File: config.mk
export PLATFORM = sky130hd
export DESIGN_NAME = sync_ptr_gen
export DESIGN_NICKNAME = d
export VERILOG_FILES = /design/src/rtl/fifo_pkg.sv /design/src/rtl/sync_chain.sv /design/src/rtl/sync_ptr_gen.sv
export SDC_FILE = /design/constraint.sdc
export NUM_CORES = 1
export LEC_CHECK = 0
export BUFFER_PORTS_ARGS = -buffer_cell sky130_fd_sc_hd__buf_2
export CELL_PAD_IN_SITES_DETAIL_PLACEMENT = 1
export CELL_PAD_IN_SITES_GLOBAL_PLACEMENT = 2
export CORE_ASPECT_RATIO = 0.9
export CORE_MARGIN = 2
export CORE_UTILIZATION = 35
export CTS_BUF_LIST = sky130_fd_sc_hd__clkbuf_4 sky130_fd_sc_hd__clkbuf_8 sky130_fd_sc_hd__clkbuf_16
export CTS_CLUSTER_DIAMETER = 30
export CTS_CLUSTER_SIZE = 12
export DETAILED_ROUTE_END_ITERATION = 8
export PLACE_DENSITY_LB_ADDON = 0.08
export SYNTH_ARGS = -nofsm -noshare
export SYNTH_HDL_FRONTEND = slang
export SYNTH_SLANG_ARGS = --single-unit
File: constraint.sdc
create_clock -name rclk -period 6.3 [get_ports rclk]
set_input_delay 0.63 -clock rclk [delete_from_list [all_inputs] [get_ports rclk]]
set_output_delay 0.63 -clock rclk [all_outputs]
set_load 0.01 [all_outputs]
File: src/rtl/fifo_pkg.sv
// Shared helpers for the async FIFO pointer logic: Gray/binary conversion,
// population count and the synchroniser FSM state type.
package fifo_pkg;

  localparam int STAGES_MAX = 4;
  localparam int PTR_W_MAX  = 32;
  localparam int PC_W       = $clog2(PTR_W_MAX) + 1;

  typedef enum logic {
    INIT = 1'b0,
    RUN  = 1'b1
  } sync_state_e;

  // Callers zero-extend a PW-bit pointer to PTR_W_MAX bits. Zero upper bits
  // leave the low PW bits of every result identical to a native PW-bit version.
  function automatic logic [PTR_W_MAX-1:0] bin2gray(input logic [PTR_W_MAX-1:0] b);
    return b ^ (b >> 1);
  endfunction

  function automatic logic [PTR_W_MAX-1:0] gray2bin(input logic [PTR_W_MAX-1:0] g);
    logic [PTR_W_MAX-1:0] b;
    b[PTR_W_MAX-1] = g[PTR_W_MAX-1];
    for (int i = PTR_W_MAX - 2; i >= 0; i--) begin
      b[i] = b[i+1] ^ g[i];
    end
    return b;
  endfunction

  function automatic logic [PC_W-1:0] popcount(input logic [PTR_W_MAX-1:0] v);
    logic [PC_W-1:0] cnt;
    cnt = '0;
    for (int i = 0; i < PTR_W_MAX; i++) begin
      cnt = cnt + {{(PC_W-1){1'b0}}, v[i]};
    end
    return cnt;
  endfunction

endpackage

File: src/rtl/sync_chain.sv
// Plain N-flop synchroniser with synchronous reset. It is shared by the
// read-side and write-side pointer synchronisers.
module sync_chain #(
  parameter int WIDTH  = 5,
  parameter int STAGES = 2
) (
  input  logic             clk,
  input  logic             rst,
  input  logic [WIDTH-1:0] d,
  output logic [WIDTH-1:0] q
);

  (* ASYNC_REG = "TRUE", dont_touch = "true" *)
  logic [WIDTH-1:0] stage [STAGES];

  always_ff @(posedge clk) begin
    if (rst) begin
      for (int i = 0; i < STAGES; i++) begin
        stage[i] <= '0;
      end
    end else begin
      stage[0] <= d;
      for (int i = 1; i < STAGES; i++) begin
        stage[i] <= stage[i-1];
      end
    end
  end

  assign q = stage[STAGES-1];

endmodule

File: src/rtl/sync_ptr_gen.sv
// Brings an asynchronous Gray pointer into the rclk domain and derives the
// binary pointer, its per-cycle advance, a valid qualifier and a step check.
module sync_ptr_gen
  import fifo_pkg::*;
#(
  parameter int ADDRSIZE = 4,
  parameter int STAGES   = 2,
  parameter int CHECK_EN = 1,
  parameter int ECNT_W   = 8
) (
  input  logic                rclk,
  input  logic                rrst,
  input  logic [ADDRSIZE:0]   wptr_gray,
  input  logic                err_clr,
  output logic [ADDRSIZE:0]   rq_gray,
  output logic [ADDRSIZE:0]   rq_bin,
  output logic [ADDRSIZE:0]   rq_delta,
  output logic                rq_valid,
  output logic                err_step,
  output logic [ECNT_W-1:0]   err_cnt,
  output logic                dbg_state
);

  localparam int PW    = ADDRSIZE + 1;
  localparam int CNT_W = $clog2(STAGES_MAX + 2);

  generate
    if (STAGES < 2 || STAGES > STAGES_MAX) begin : g_bad_stages
      $error("sync_ptr_gen: STAGES must lie in 2..%0d", STAGES_MAX);
    end
    if (PW >= PTR_W_MAX) begin : g_bad_width
      $error("sync_ptr_gen: ADDRSIZE too large for fifo_pkg helpers");
    end
  endgenerate

  sync_state_e          state;
  sync_state_e          state_nxt;
  logic [CNT_W-1:0]     init_cnt;
  logic [CNT_W-1:0]     init_cnt_nxt;
  logic [PW-1:0]        gray_prev;
  logic [PW-1:0]        bin_next;
  logic [PTR_W_MAX-PW-1:0] unused_bin_hi;
  logic [PC_W-1:0]      flip_cnt;
  logic                 step_viol;

  sync_chain #(
    .WIDTH  (PW),
    .STAGES (STAGES)
  ) u_chain (
    .clk (rclk),
    .rst (rrst),
    .d   (wptr_gray),
    .q   (rq_gray)
  );

  // INIT holds until the chain and the decode register have been refilled
  // with post-reset data.
  always_ff @(posedge rclk) begin
    if (rrst) begin
      state    <= INIT;
      init_cnt <= '0;
    end else begin
      state    <= state_nxt;
      init_cnt <= init_cnt_nxt;
    end
  end

  always_comb begin
    state_nxt    = state;
    init_cnt_nxt = init_cnt;
    case (state)
      INIT: begin
        if (init_cnt == CNT_W'(STAGES)) begin
          state_nxt = RUN;
        end else begin
          init_cnt_nxt = init_cnt + 1'b1;
        end
      end
      RUN:     state_nxt = RUN;
      default: state_nxt = INIT;
    endcase
  end

  assign rq_valid  = (state == RUN);
  assign dbg_state = state;

  assign {unused_bin_hi, bin_next} = gray2bin({{(PTR_W_MAX-PW){1'b0}}, rq_gray});
  assign flip_cnt  = popcount({{(PTR_W_MAX-PW){1'b0}}, rq_gray ^ gray_prev});
  assign step_viol = (state == RUN) && (flip_cnt > PC_W'(1));

  always_ff @(posedge rclk) begin
    if (rrst) begin
      rq_bin    <= '0;
      rq_delta  <= '0;
      gray_prev <= '0;
    end else begin
      rq_bin    <= bin_next;
      rq_delta  <= (state == INIT) ? '0 : bin_next - rq_bin;
      gray_prev <= rq_gray;
    end
  end

  generate
    if (CHECK_EN != 0) begin : g_check
      // A violation in the same cycle as err_clr restarts the count at one.
      always_ff @(posedge rclk) begin
        if (rrst) begin
          err_step <= 1'b0;
          err_cnt  <= '0;
        end else if (step_viol) begin
          err_step <= 1'b1;
          if (err_clr) begin
            err_cnt <= ECNT_W'(1);
          end else if (err_cnt != '1) begin
            err_cnt <= err_cnt + ECNT_W'(1);
          end
        end else if (err_clr) begin
          err_step <= 1'b0;
          err_cnt  <= '0;
        end
      end
    end else begin : g_nocheck
      assign err_step = 1'b0;
      assign err_cnt  = '0;
    end
  endgenerate

endmodule

==> out/qor.yml <==
status: "finished clean"
synth_area_sq_mm: 0.001650
endpoint_kind: "flop"
cp_slowest_cell: "xnor3_2"
fin_cells: 261
numPortBuffers: 33
avgSynthCellArea_sq_um: 9.651
die_y_microns: 69.15
arrival_ns: 2.78
crit_path_max_incr_delay_ns: 0.50
rsz0062_at_grt: "no"
synthAdderAreaFrac: 0.08491
power.density_mw_per_mm2: 279.9
synth-xor-area-share: 0.06672
setup.worst_path.start: "u_chain.stage[0][9]"
period_minus_slack_ns: 2.580
synthFlopType: "dfxtp_1"
hp-class: "flop to flop"
grt_pass1_wl_microns: 5892
drt_wl_total_microns: 3243
cp_num_cells: 9
worst_pin_slew_ns: 0.4821
synth_mux_area_frac: 0
crit_buf_inv: 0
routabilityCongestion: 0.7277
yosys_register_bits: 37
drt-pass1-iter-count: 4
hpwlAfterDp_microns: 2455
fin_nets: 216
irDropWorstVdd_mv: 0.1248
grt_antenna_before_repair: 0
ys_warn_count: 0
reg2regPathDepth: 9
crit_type: "flop to flop"
endpoint: "rq_delta[4]"
yosysSeqAreaShare: 0.4488
die_width_microns: 76.38
path_clk_slew_ns: 0.07
ant_nets: 0
ctsHtreeMaxLevel: 2
maxCapViolations: 0
p_leak_nw: 0.8394
cp_top_family: "XOR/XNOR gates"
dieArea_sq_mm: 0.005281
clkLatencyLatePin_ns: 0.28
cts.sinks: 37
grt_pass1_vias: 1273
cp.required_ns: 6.50
finalSetupTns_ns: 0
start_util: 0.3676
vias_per_cell: 4.766
coreArea_sq_mm: 0.004489
grt_usage: 0.1380
synth_top_family_by_area: "simple AND/OR/NAND/NOR gates"
ctsResizeCount: 0
synthCells: 171
synth_cell_types: 39
synth_compound_area_frac: 0.1114
synth_nets: 189
fillers: 540
start_kind: "flop"
cts_root_buffer: "clkbuf_8"
num_vias: 1244
post-cts-setup-buffer-count: 0
dp_cells: 253
slew_viol_final: 0
synthSimpleGateAreaFrac: 0.2138
fin_worst_skew_ns: 0.009187
r2r_setup_slack_ns: 3.72
cts_inserted_buffers: 5
setup_viol: 0
grt-ovfl-total: 0
r2r_start: "u_chain.stage[0][9]"
max_slew_margin: 0.6786
grt_max_degree: 30
postCtsHoldBufs: 0
timing.rr.end: "rq_delta[4]"
num_rows: 23
final_cell_mix: "37 x dfxtp_1, 33 x buf_2, 19 x nor2b_1"
hold_viol_final: 0
syn_to_final_growth_pct: 15.54
critical_path.cell_chain: "xnor3_2, xor2_2, xor2_1, ha_1, fa_1, nor2b_1, o21ai_0, nand3_1, nor3b_1"
diodes: 0
async_flop_share: 0
layout-drive-gt1-share: 0.2513
routedWlPerCell_microns: 12.43
clock_path_buffers: 2
num_io_pins: 34
cts_tree: "done"
drc: 0
fmax_ghz: 0.3876
finalCritPeriodShare: 0.4096
setup_ws_ns: 3.720
first_iter_violations: 40
crit_path_max_fanout: 5
synth_edf_count: 0
layout_commonest_cell: "dfxtp_1"
dp_slack_ns: 3.745
layout make-up:
cell class | instances | area (sq um) | share of cell area
flip-flops and latches | 37 | 740.7 | 0.3885
well taps | 62 | 77.57 | 0.04068
multi-input cells | 109 | 787.0 | 0.4127
clock buffers | 8 | 91.34 | 0.04790
repair buffers | 33 | 165.2 | 0.08661
inverters | 12 | 45.04 | 0.02362
worst register-to-register path, delay by kind of cell (launching register included):
family / cells / cell delay, ns
xor gates and xnor gates: 3 / 0.91
DFF: 1 / 0.42
adders and majority gates: 2 / 0.62
AOI/OAI and AO/OA: 1 / 0.12
and+or+nand+nor: 3 / 0.43
per-layer routing:
layer | track usage | up-vias | wire length, microns
met5 | 0 | - | 0
met4 | 0.06869 | 0 | 44
met3 | 0.04058 | 4 | 157
met2 | 0.2124 | 23 | 1462
met1 | 0.1764 | 593 | 1578
li1 | - | 624 | -
kinds of logic (layout without fill, tap and decap cells):
group                    Yosys count  after routing
AND/OR/NAND/NOR                   63             63
flip-flops                        37             37
AO/OA/AOI/OAI                     26             26
buffers and inverters             25             53
adder cells (fa/ha/maj)           10             10
XOR/XNOR                          10             10
flip-flops by register name, summed over array words and instances, names as in the netlist:
name and cells:
dbg_state 1, err_cnt 8, err_step 1, gray_prev 5, init_cnt 3, rq_bin 4
rq_delta 5, u_chain.stage 10
synthesized netlist by cell type (2+ instances only):
cell,number,share of area
nor2_1,17,0.039
xnor2_1,5,0.027
buf_4,7,0.032
buf_2,2,0.0061
nor2b_1,19,0.072
and4_2,2,0.012
xor2_1,3,0.016
nand3_1,5,0.015
a41o_2,2,0.014
inv_1,12,0.027
nand2_1,4,0.0091
ha_1,8,0.061
dfxtp_1,37,0.45
a31oi_1,2,0.0076
o31ai_1,2,0.0091
clkbuf_1,4,0.0091
nor3_1,4,0.012
nand2b_1,3,0.011
fa_1,2,0.024
o21ai_0,3,0.0091
a21oi_1,9,0.027
nor3b_1,2,0.0091
worst min path at each step:
stage,start,end,slack [ns],depth (start not counted)
6_report,u_chain.stage[0][1],u_chain.stage[0][6],0.44,1
4_1_cts,u_chain.stage[0][1],u_chain.stage[0][6],0.45,1
2_1_floorplan,u_chain.stage[0][0],u_chain.stage[0][5],0.41,1
5_1_grt,u_chain.stage[0][4],u_chain.stage[0][9],0.45,1
3_5_place_dp,u_chain.stage[0][1],u_chain.stage[0][6],0.43,1
3_3_place_gp,u_chain.stage[0][3],u_chain.stage[0][8],0.42,1
power by group:
part	total (W)	switching, W	internal [W]
clock	0.000169	0.0000773	0.0000915
combinational	0.0000976	0.0000541	0.0000436
sequential	0.000267	0.0000148	0.000252
total	0.000534	0.000146	0.000387
per-stage QoR:
stage	total power [W]	utilization	hold slack, ns	cell area, sq um
after detailed placement	0.0003738	0.4044	0.4300	1815
after floorplan	0.0003448	-	0.4138	1650
after global placement	0.0003654	0.4044	0.4177	1815
final	0.0005336	0.4247	0.4389	1907
after CTS	0.0005453	0.4247	0.4454	1907
after global routing	0.0005725	0.4247	0.4524	1907
No activity file was read; power rests on OpenSTA's default activity.
